`src/rtl/countdown_timer_ctrl.sv`:
```
// countdown_timer_ctrl
//   Minutes:seconds countdown timer with four debounced push-buttons and a
//   multiplexed 4-digit 7-segment display.
//
// Ports
//   clk        in   system clock, all state on its rising edge
//   rst_n      in   asynchronous active-low reset
//   btn_start  in   start / pause / acknowledge button (async, active-high)
//   btn_dec    in   decrement-minute button (async, active-high)
//   btn_inc    in   increment-minute button (async, active-high)
//   btn_clr    in   clear button (async, active-high)
//   hold       in   suppresses all button events, holds debouncers cleared
//   an[3:0]    out  digit anodes, active-low, an[3] is the leftmost digit
//   seg[6:0]   out  cathodes {g,f,e,d,c,b,a}, active-low
//   dp         out  decimal point, active-low
//   running    out  high while counting down
//   expired    out  high once the count has reached 00:00
//
// State   | meaning
// --------+--------------------------------------------------------------
// IDLE    | stopped, minutes editable, no decimal point shown
// RUN     | prescaler running, one-second ticks decrement the time
// PAUSE   | stopped mid-count, minutes editable, prescaler cleared
// EXPIRED | count reached 00:00, display blinks until start or clr

module countdown_timer_ctrl #(
  parameter int CLK_HZ       = 100_000_000,
  parameter int MAX_MIN      = 99,
  parameter int DB_CYCLES    = 1_000_000,
  parameter int REFRESH_BITS = 17
) (
  input  logic       clk,
  input  logic       rst_n,
  input  logic       btn_start,
  input  logic       btn_dec,
  input  logic       btn_inc,
  input  logic       btn_clr,
  input  logic       hold,
  output logic [3:0] an,
  output logic [6:0] seg,
  output logic       dp,
  output logic       running,
  output logic       expired
);

  localparam int PRESC_W = (CLK_HZ > 1) ? $clog2(CLK_HZ) : 1;
  localparam int HALF    = (CLK_HZ >= 2) ? CLK_HZ / 2 : 1;
  localparam int BLK_W   = (HALF > 1) ? $clog2(HALF) : 1;
  localparam int DB_W    = (DB_CYCLES > 1) ? $clog2(DB_CYCLES) : 1;

  typedef enum logic [1:0] {S_IDLE, S_RUN, S_PAUSE, S_EXPIRED} state_e;

  // Button index: 3 clr, 2 start, 1 inc, 0 dec
  logic [3:0] btn_raw;
  logic [3:0] sync1_q, sync2_q;
  logic [3:0] db_lvl_q;
  logic [3:0] ev_q;
  logic [DB_W-1:0] db_cnt_q [4];

  assign btn_raw = {btn_clr, btn_start, btn_inc, btn_dec};

  // The counter tracks how many consecutive samples have differed from the
  // accepted level; the new level is taken on the DB_CYCLES-th one.
  always_ff @(posedge clk or negedge rst_n) begin
    if (!rst_n) begin
      sync1_q  <= '0;
      sync2_q  <= '0;
      db_lvl_q <= '0;
      ev_q     <= '0;
      for (int i = 0; i < 4; i++) db_cnt_q[i] <= '0;
    end else begin
      sync1_q <= btn_raw;
      sync2_q <= sync1_q;
      ev_q    <= '0;
      for (int i = 0; i < 4; i++) begin
        if (hold) begin
          db_lvl_q[i] <= 1'b0;
          db_cnt_q[i] <= '0;
        end else if (sync2_q[i] == db_lvl_q[i]) begin
          db_cnt_q[i] <= '0;
        end else if (db_cnt_q[i] == DB_W'(DB_CYCLES - 1)) begin
          db_lvl_q[i] <= sync2_q[i];
          db_cnt_q[i] <= '0;
          ev_q[i]     <= sync2_q[i];
        end else begin
          db_cnt_q[i] <= db_cnt_q[i] + 1'b1;
        end
      end
    end
  end

  // A pulse already registered when hold rises is masked as well.
  logic ev_clr, ev_start, ev_inc, ev_dec;
  assign ev_clr   = ev_q[3] & ~hold;
  assign ev_start = ev_q[2] & ~hold;
  assign ev_inc   = ev_q[1] & ~hold;
  assign ev_dec   = ev_q[0] & ~hold;

  state_e             state_q;
  logic [6:0]         min_q;
  logic [5:0]         sec_q;
  logic [PRESC_W-1:0] presc_q;
  logic               running_q, expired_q;
  logic               tick, time_nz;

  assign tick    = (state_q == S_RUN) && (presc_q == PRESC_W'(CLK_HZ - 1));
  assign time_nz = (min_q != '0) || (sec_q != '0);

  // Events take precedence over the tick: a start or clr landing on a tick
  // cycle wins and that tick is dropped.
  always_ff @(posedge clk or negedge rst_n) begin
    if (!rst_n) begin
      state_q   <= S_IDLE;
      min_q     <= '0;
      sec_q     <= '0;
      presc_q   <= '0;
      running_q <= 1'b0;
      expired_q <= 1'b0;
    end else begin
      presc_q <= '0;
      if (ev_clr) begin
        state_q   <= S_IDLE;
        min_q     <= '0;
        sec_q     <= '0;
        running_q <= 1'b0;
        expired_q <= 1'b0;
      end else if (ev_start) begin
        case (state_q)
          S_IDLE, S_PAUSE: begin
            if (time_nz) begin
              state_q   <= S_RUN;
              running_q <= 1'b1;
            end
          end
          S_RUN: begin
            state_q   <= S_PAUSE;
            running_q <= 1'b0;
          end
          S_EXPIRED: begin
            state_q   <= S_IDLE;
            expired_q <= 1'b0;
          end
          default: ;
        endcase
      end else begin
        case (state_q)
          S_IDLE, S_PAUSE: begin
            if (ev_inc) begin
              if (min_q < 7'(MAX_MIN)) min_q <= min_q + 1'b1;
            end else if (ev_dec) begin
              if (min_q != '0) min_q <= min_q - 1'b1;
            end
          end
          S_RUN: begin
            if (tick) begin
              if (sec_q != '0) begin
                sec_q <= sec_q - 1'b1;
                if ((sec_q == 6'd1) && (min_q == '0)) begin
                  state_q   <= S_EXPIRED;
                  running_q <= 1'b0;
                  expired_q <= 1'b1;
                end
              end else begin
                min_q <= min_q - 1'b1;
                sec_q <= 6'd59;
              end
            end else begin
              presc_q <= presc_q + 1'b1;
            end
          end
          default: ;
        endcase
      end
    end
  end

  assign running = running_q;
  assign expired = expired_q;

  logic [REFRESH_BITS-1:0] refr_q;
  logic [1:0]              dig_q;
  logic [BLK_W-1:0]        blink_cnt_q;
  logic                    blink_q;
  logic [3:0]              an_q, an_d, digit;
  logic [6:0]              seg_q, seg_d;
  logic                    dp_q, dp_d;

  function automatic logic [6:0] seg_of(input logic [3:0] d);
    case (d)
      4'd0:    return 7'b1000000;
      4'd1:    return 7'b1111001;
      4'd2:    return 7'b0100100;
      4'd3:    return 7'b0110000;
      4'd4:    return 7'b0011001;
      4'd5:    return 7'b0010010;
      4'd6:    return 7'b0000010;
      4'd7:    return 7'b1111000;
      4'd8:    return 7'b0000000;
      4'd9:    return 7'b0010000;
      default: return 7'b1111111;
    endcase
  endfunction

  always_comb begin
    digit = '0;
    an_d  = 4'b0111;
    case (dig_q)
      2'd0: begin digit = 4'(min_q / 7'd10); an_d = 4'b0111; end
      2'd1: begin digit = 4'(min_q % 7'd10); an_d = 4'b1011; end
      2'd2: begin digit = 4'(sec_q / 6'd10); an_d = 4'b1101; end
      default: begin digit = 4'(sec_q % 6'd10); an_d = 4'b1110; end
    endcase
    if ((state_q == S_EXPIRED) && !blink_q) an_d = 4'b1111;
    seg_d = seg_of(digit);
    dp_d  = !((dig_q == 2'd1) && (state_q != S_IDLE));
  end

  always_ff @(posedge clk or negedge rst_n) begin
    if (!rst_n) begin
      refr_q      <= '0;
      dig_q       <= '0;
      blink_cnt_q <= '0;
      blink_q     <= 1'b0;
      an_q        <= 4'b0111;
      seg_q       <= 7'b1000000;
      dp_q        <= 1'b1;
    end else begin
      refr_q <= refr_q + 1'b1;
      if (refr_q == '1) dig_q <= dig_q + 1'b1;
      if (state_q == S_EXPIRED) begin
        if (blink_cnt_q == BLK_W'(HALF - 1)) begin
          blink_cnt_q <= '0;
          blink_q     <= ~blink_q;
        end else begin
          blink_cnt_q <= blink_cnt_q + 1'b1;
        end
      end else begin
        blink_cnt_q <= '0;
        blink_q     <= 1'b0;
      end
      an_q  <= an_d;
      seg_q <= seg_d;
      dp_q  <= dp_d;
    end
  end

  assign an  = an_q;
  assign seg = seg_q;
  assign dp  = dp_q;

endmodule

```
`config.mk`:
```
export PLATFORM = sky130hd
export DESIGN_NAME = countdown_timer_ctrl
export DESIGN_NICKNAME = d
export VERILOG_FILES = /design/src/rtl/countdown_timer_ctrl.sv
export SDC_FILE = /design/constraint.sdc
export NUM_CORES = 1
export LEC_CHECK = 0
export ABC_AREA = 1
export CORE_MARGIN = 4
export CORE_UTILIZATION = 40
export CTS_CLUSTER_DIAMETER = 120
export DETAILED_ROUTE_END_ITERATION = 16
export GPL_ROUTABILITY_DRIVEN = 0
export GPL_TIMING_DRIVEN = 0
export MAX_ROUTING_LAYER = met4
export PLACE_DENSITY = 0.63
export RECOVER_POWER = 100
export SLEW_MARGIN = 25
export SYNTH_ARGS = -nofsm -noshare
export SYNTH_HDL_FRONTEND = slang
export SYNTH_SLANG_ARGS = --single-unit
```
`constraint.sdc`:
```
create_clock -name clk -period 3.44 [get_ports clk]
set_input_delay 0.344 -clock clk [delete_from_list [all_inputs] [get_ports clk]]
set_output_delay 0.344 -clock clk [all_outputs]
set_load 0.05 [all_outputs]
```
==> flow_summary.json <==
{
  "finalHoldViolations": 0,
  "synthDistinctLibCells": 54,
  "p_leak_nw": 5.23,
  "cts-root-buf": "clkbuf_16",
  "antennaDiodeCount": 0,
  "drc": 0,
  "synth-compound-area-share_pct": 10.1,
  "ant_nets": 0,
  "coreArea_um2": 26000,
  "busiest_layer": "met2",
  "crit_slowest_cell": "dfrtp_1",
  "syn2layout_area_growth_pct": 14.2,
  "place_area_um2": 11200,
  "port_buffers": 20,
  "cts.path.max_buffers": 2,
  "ys_seq_area_share_pct": 47.1,
  "wire_per_inst_um": 12.1,
  "yosys-top-cells-area": "dfrtp_1, nand2_1, inv_1",
  "setup_violations": 0,
  "met3_usage_pct": 2.69,
  "relSlewSlack_pct": 18.9,
  "met2_usage_pct": 24.7,
  "synth-simple-area-share_pct": 27.8,
  "row_count": 59,
  "finalSetupTns_ps": 0,
  "crit_fanout": 5,
  "cap_violations": 0,
  "grt_pass1_wl_um": 36200,
  "synth_top_family_by_area": "simple AND/OR/NAND/NOR gates",
  "htreeDepth": 4,
  "syn_area_um2": 10500,
  "fin_ws_ps": 219,
  "arrival_ps": 3550,
  "clkSinkCount": 198,
  "crit_buf_inv": 6,
  "whs_ps": 353,
  "synth-edff-count": 0,
  "insertion_delay_ps": 430,
  "via_count": 8403,
  "clk_pin_slew_worst_paths_ps": 80,
  "layout.nets": 1383,
  "synth_top_area_share_pct": 45.9,
  "first_pass_iters": 6,
  "synth_most_common_cell": "nand2_1",
  "nFillCells": 2530,
  "clock_skew_ps": 12.5,
  "worstMarginPinSlew_ps": 1220,
  "syn_avg_cell_area_um2": 8.11,
  "dp_hpwl_um": 14600,
  "timing.setup.critical_path_class": "reg2reg",
  "critPathTopFamily": "simple AND/OR/NAND/NOR gates",
  "yosys_warnings": 0,
  "fin_crit_ps": 3220,
  "synth_nets": 1333,
  "fp.dieW_um": 170,
  "dieArea_um2": 29000,
  "synth_top_cell_by_area": "dfrtp_1",
  "cts_tree": "built",
  "synth_fa_ha_area_share_pct": 3.21,
  "cp.required_ps": 3770,
  "muxShareOfSynthArea_pct": 0,
  "pre_cts_slack_ps": 26.4,
  "slowest_delay_ps": 360,
  "track_usage_pct": 15.1,
  "fp.dieH_um": 170,
  "crit_top_cell": "nand2_2",
  "synth_ff_type": "dfrtp_1",
  "synth_xor_area_share_pct": 3.74,
  "use_met1_pct": 19.9,
  "power_mw": 5.19,
  "pin_count": 21,
  "final_cell_area_um2": 12000,
  "grt.overflow.total": 0,
  "instances_no_fill": 1697,
  "rsz0062_at_grt": "yes",
  "antenna_found_initial": 0,
  "status": "finished clean",
  "slew_viol_final": 0,
  "via_per_inst": 4.95,
  "first_global_vias": 8081,
  "numCtsBuffers": 17,
  "final_core_util_pct": 46.3,
  "peakVddDrop_mv": 0.290,
  "ys_seq_elements": 198,
  "async_flop_share_pct": 100,
  "initial_core_util_pct": 40.5,
  "final_layout_size_suffix_gt1_share_pct": 10.1,
  "powerDensity_nw_per_um2": 432,
  "dp.cells": 1656,
  "max_freq_mhz": 310,
  "setup.worst_path.end_class": "flip-flop",
  "min_period_over_period_pct": 93.6,
  "routed_wirelength_um": 20600,
  "drtIter0Drc": 460,
  "start_kind": "flip-flop",
  "synthCells": 1299,
  "grt_start_max_net_pins": 92,
  "hold_path_class": "reg2reg",
  "synth_common_cells": "nand2_1, inv_1, dfrtp_1"
}
-- cell usage in the layout (no fill, tap or decap), types with 5 or more instances in the layout --
cell             count
buf_4                8
inv_1              195
nand2_1            193
nand2_2             19
a21oi_1             76
clkbuf_1            11
nand4_1             35
a31oi_1              9
nor2_1             162
nor4_1              19
nand3_1             66
dlygate4sd3_1        5
o21ai_0             59
nand3_2             17
dfrtp_1            192
nor3_1              59
xnor2_1              7
inv_2               12
o21ai_1              5
bufinv_16            5
nor3b_1              7
nor2_2              15
clkbuf_16           17
nor3_2               5
xor2_1              38
o21a_1              10
dfstp_2              5
ha_1                25
clkdlybuf4s50_1     15
-- path summary, 6_finish.rpt --
path	start	endpoint	slack (ps)	cells after the start
worst max-delay path	dig_q[1]$_DFFE_PN0N_	seg[3]$_DFF_PN0_	220	28
worst min-delay path	sync1_q[2]$_DFF_PN0_	sync2_q[2]$_DFF_PN0_	350	0
worst max register to register	dig_q[1]$_DFFE_PN0N_	seg[3]$_DFF_PN0_	220	28
worst min register to register	sync1_q[2]$_DFF_PN0_	sync2_q[2]$_DFF_PN0_	350	0
max in group asynchronous	rst_n	dig_q[0]$_DFFE_PN0N_	920	3
min in group asynchronous	rst_n	seg[3]$_DFF_PN0_	630	2
-- routing by layer --
metal	part of all wire [%]	wire [µm]
met1	48	9940
met2	48	9870
met3	2.9	594
met4	0.75	154
met5	0	0
-- registers in the layout, summed over array words and instances, names as in the netlist --
signal,count
db_cnt_q,80
presc_q,27
blink_cnt_q,26
refr_q,17
min_q,7
seg,7
sec_q,6
an,4
db_lvl_q,4
ev_q,4
sync1_q,4
sync2_q,4
dig_q,2
state_q,2
blink_q,1
dp,1
expired,1
running,1
-- layout make-up --
cell class,count,area [µm²],share of cell area [%]
sequential,198,4960,41.3
inverter,208,781,6.49
clock inverter,14,239,1.99
tap,335,419,3.48
buffer,14,67.6,0.562
timing repair buffer,31,292,2.42
multi-input combinational,879,4840,40.2
clock buffer,18,429,3.57
-- worst reg2reg max path: cells and delay by family, from the launching register on --
kind / cells / cell delay [ps]
AO/OA/AOI/OAI: 1 / 140
flip-flops: 1 / 360
adder cells (fa/ha/maj): 3 / 640
AND/OR/NAND/NOR: 18 / 1530
buffers and inverters: 6 / 460
-- cells by family after synthesis --
kind of cell	count (synthesis)
and+or+nand+nor	620
adders and majority gates	27
DFF	198
buffers and inverters	222
xor gates and xnor gates	45
AOI/OAI and AO/OA	187
-- repair_timing --
item	CTS	global route
buffers inserted	0	8
hold buffers	1	0
endpoints found under the setup margin	0	7
hold endpoints to repair	19	0
resized for setup	0	30
-- report_power, final --
part | switching, mW | internal (mW)
registers | 0.0271 | 2.38
clock network | 0.937 | 1.32
logic | 0.363 | 0.168
Note: power is estimated with default switching activity, not from simulation.
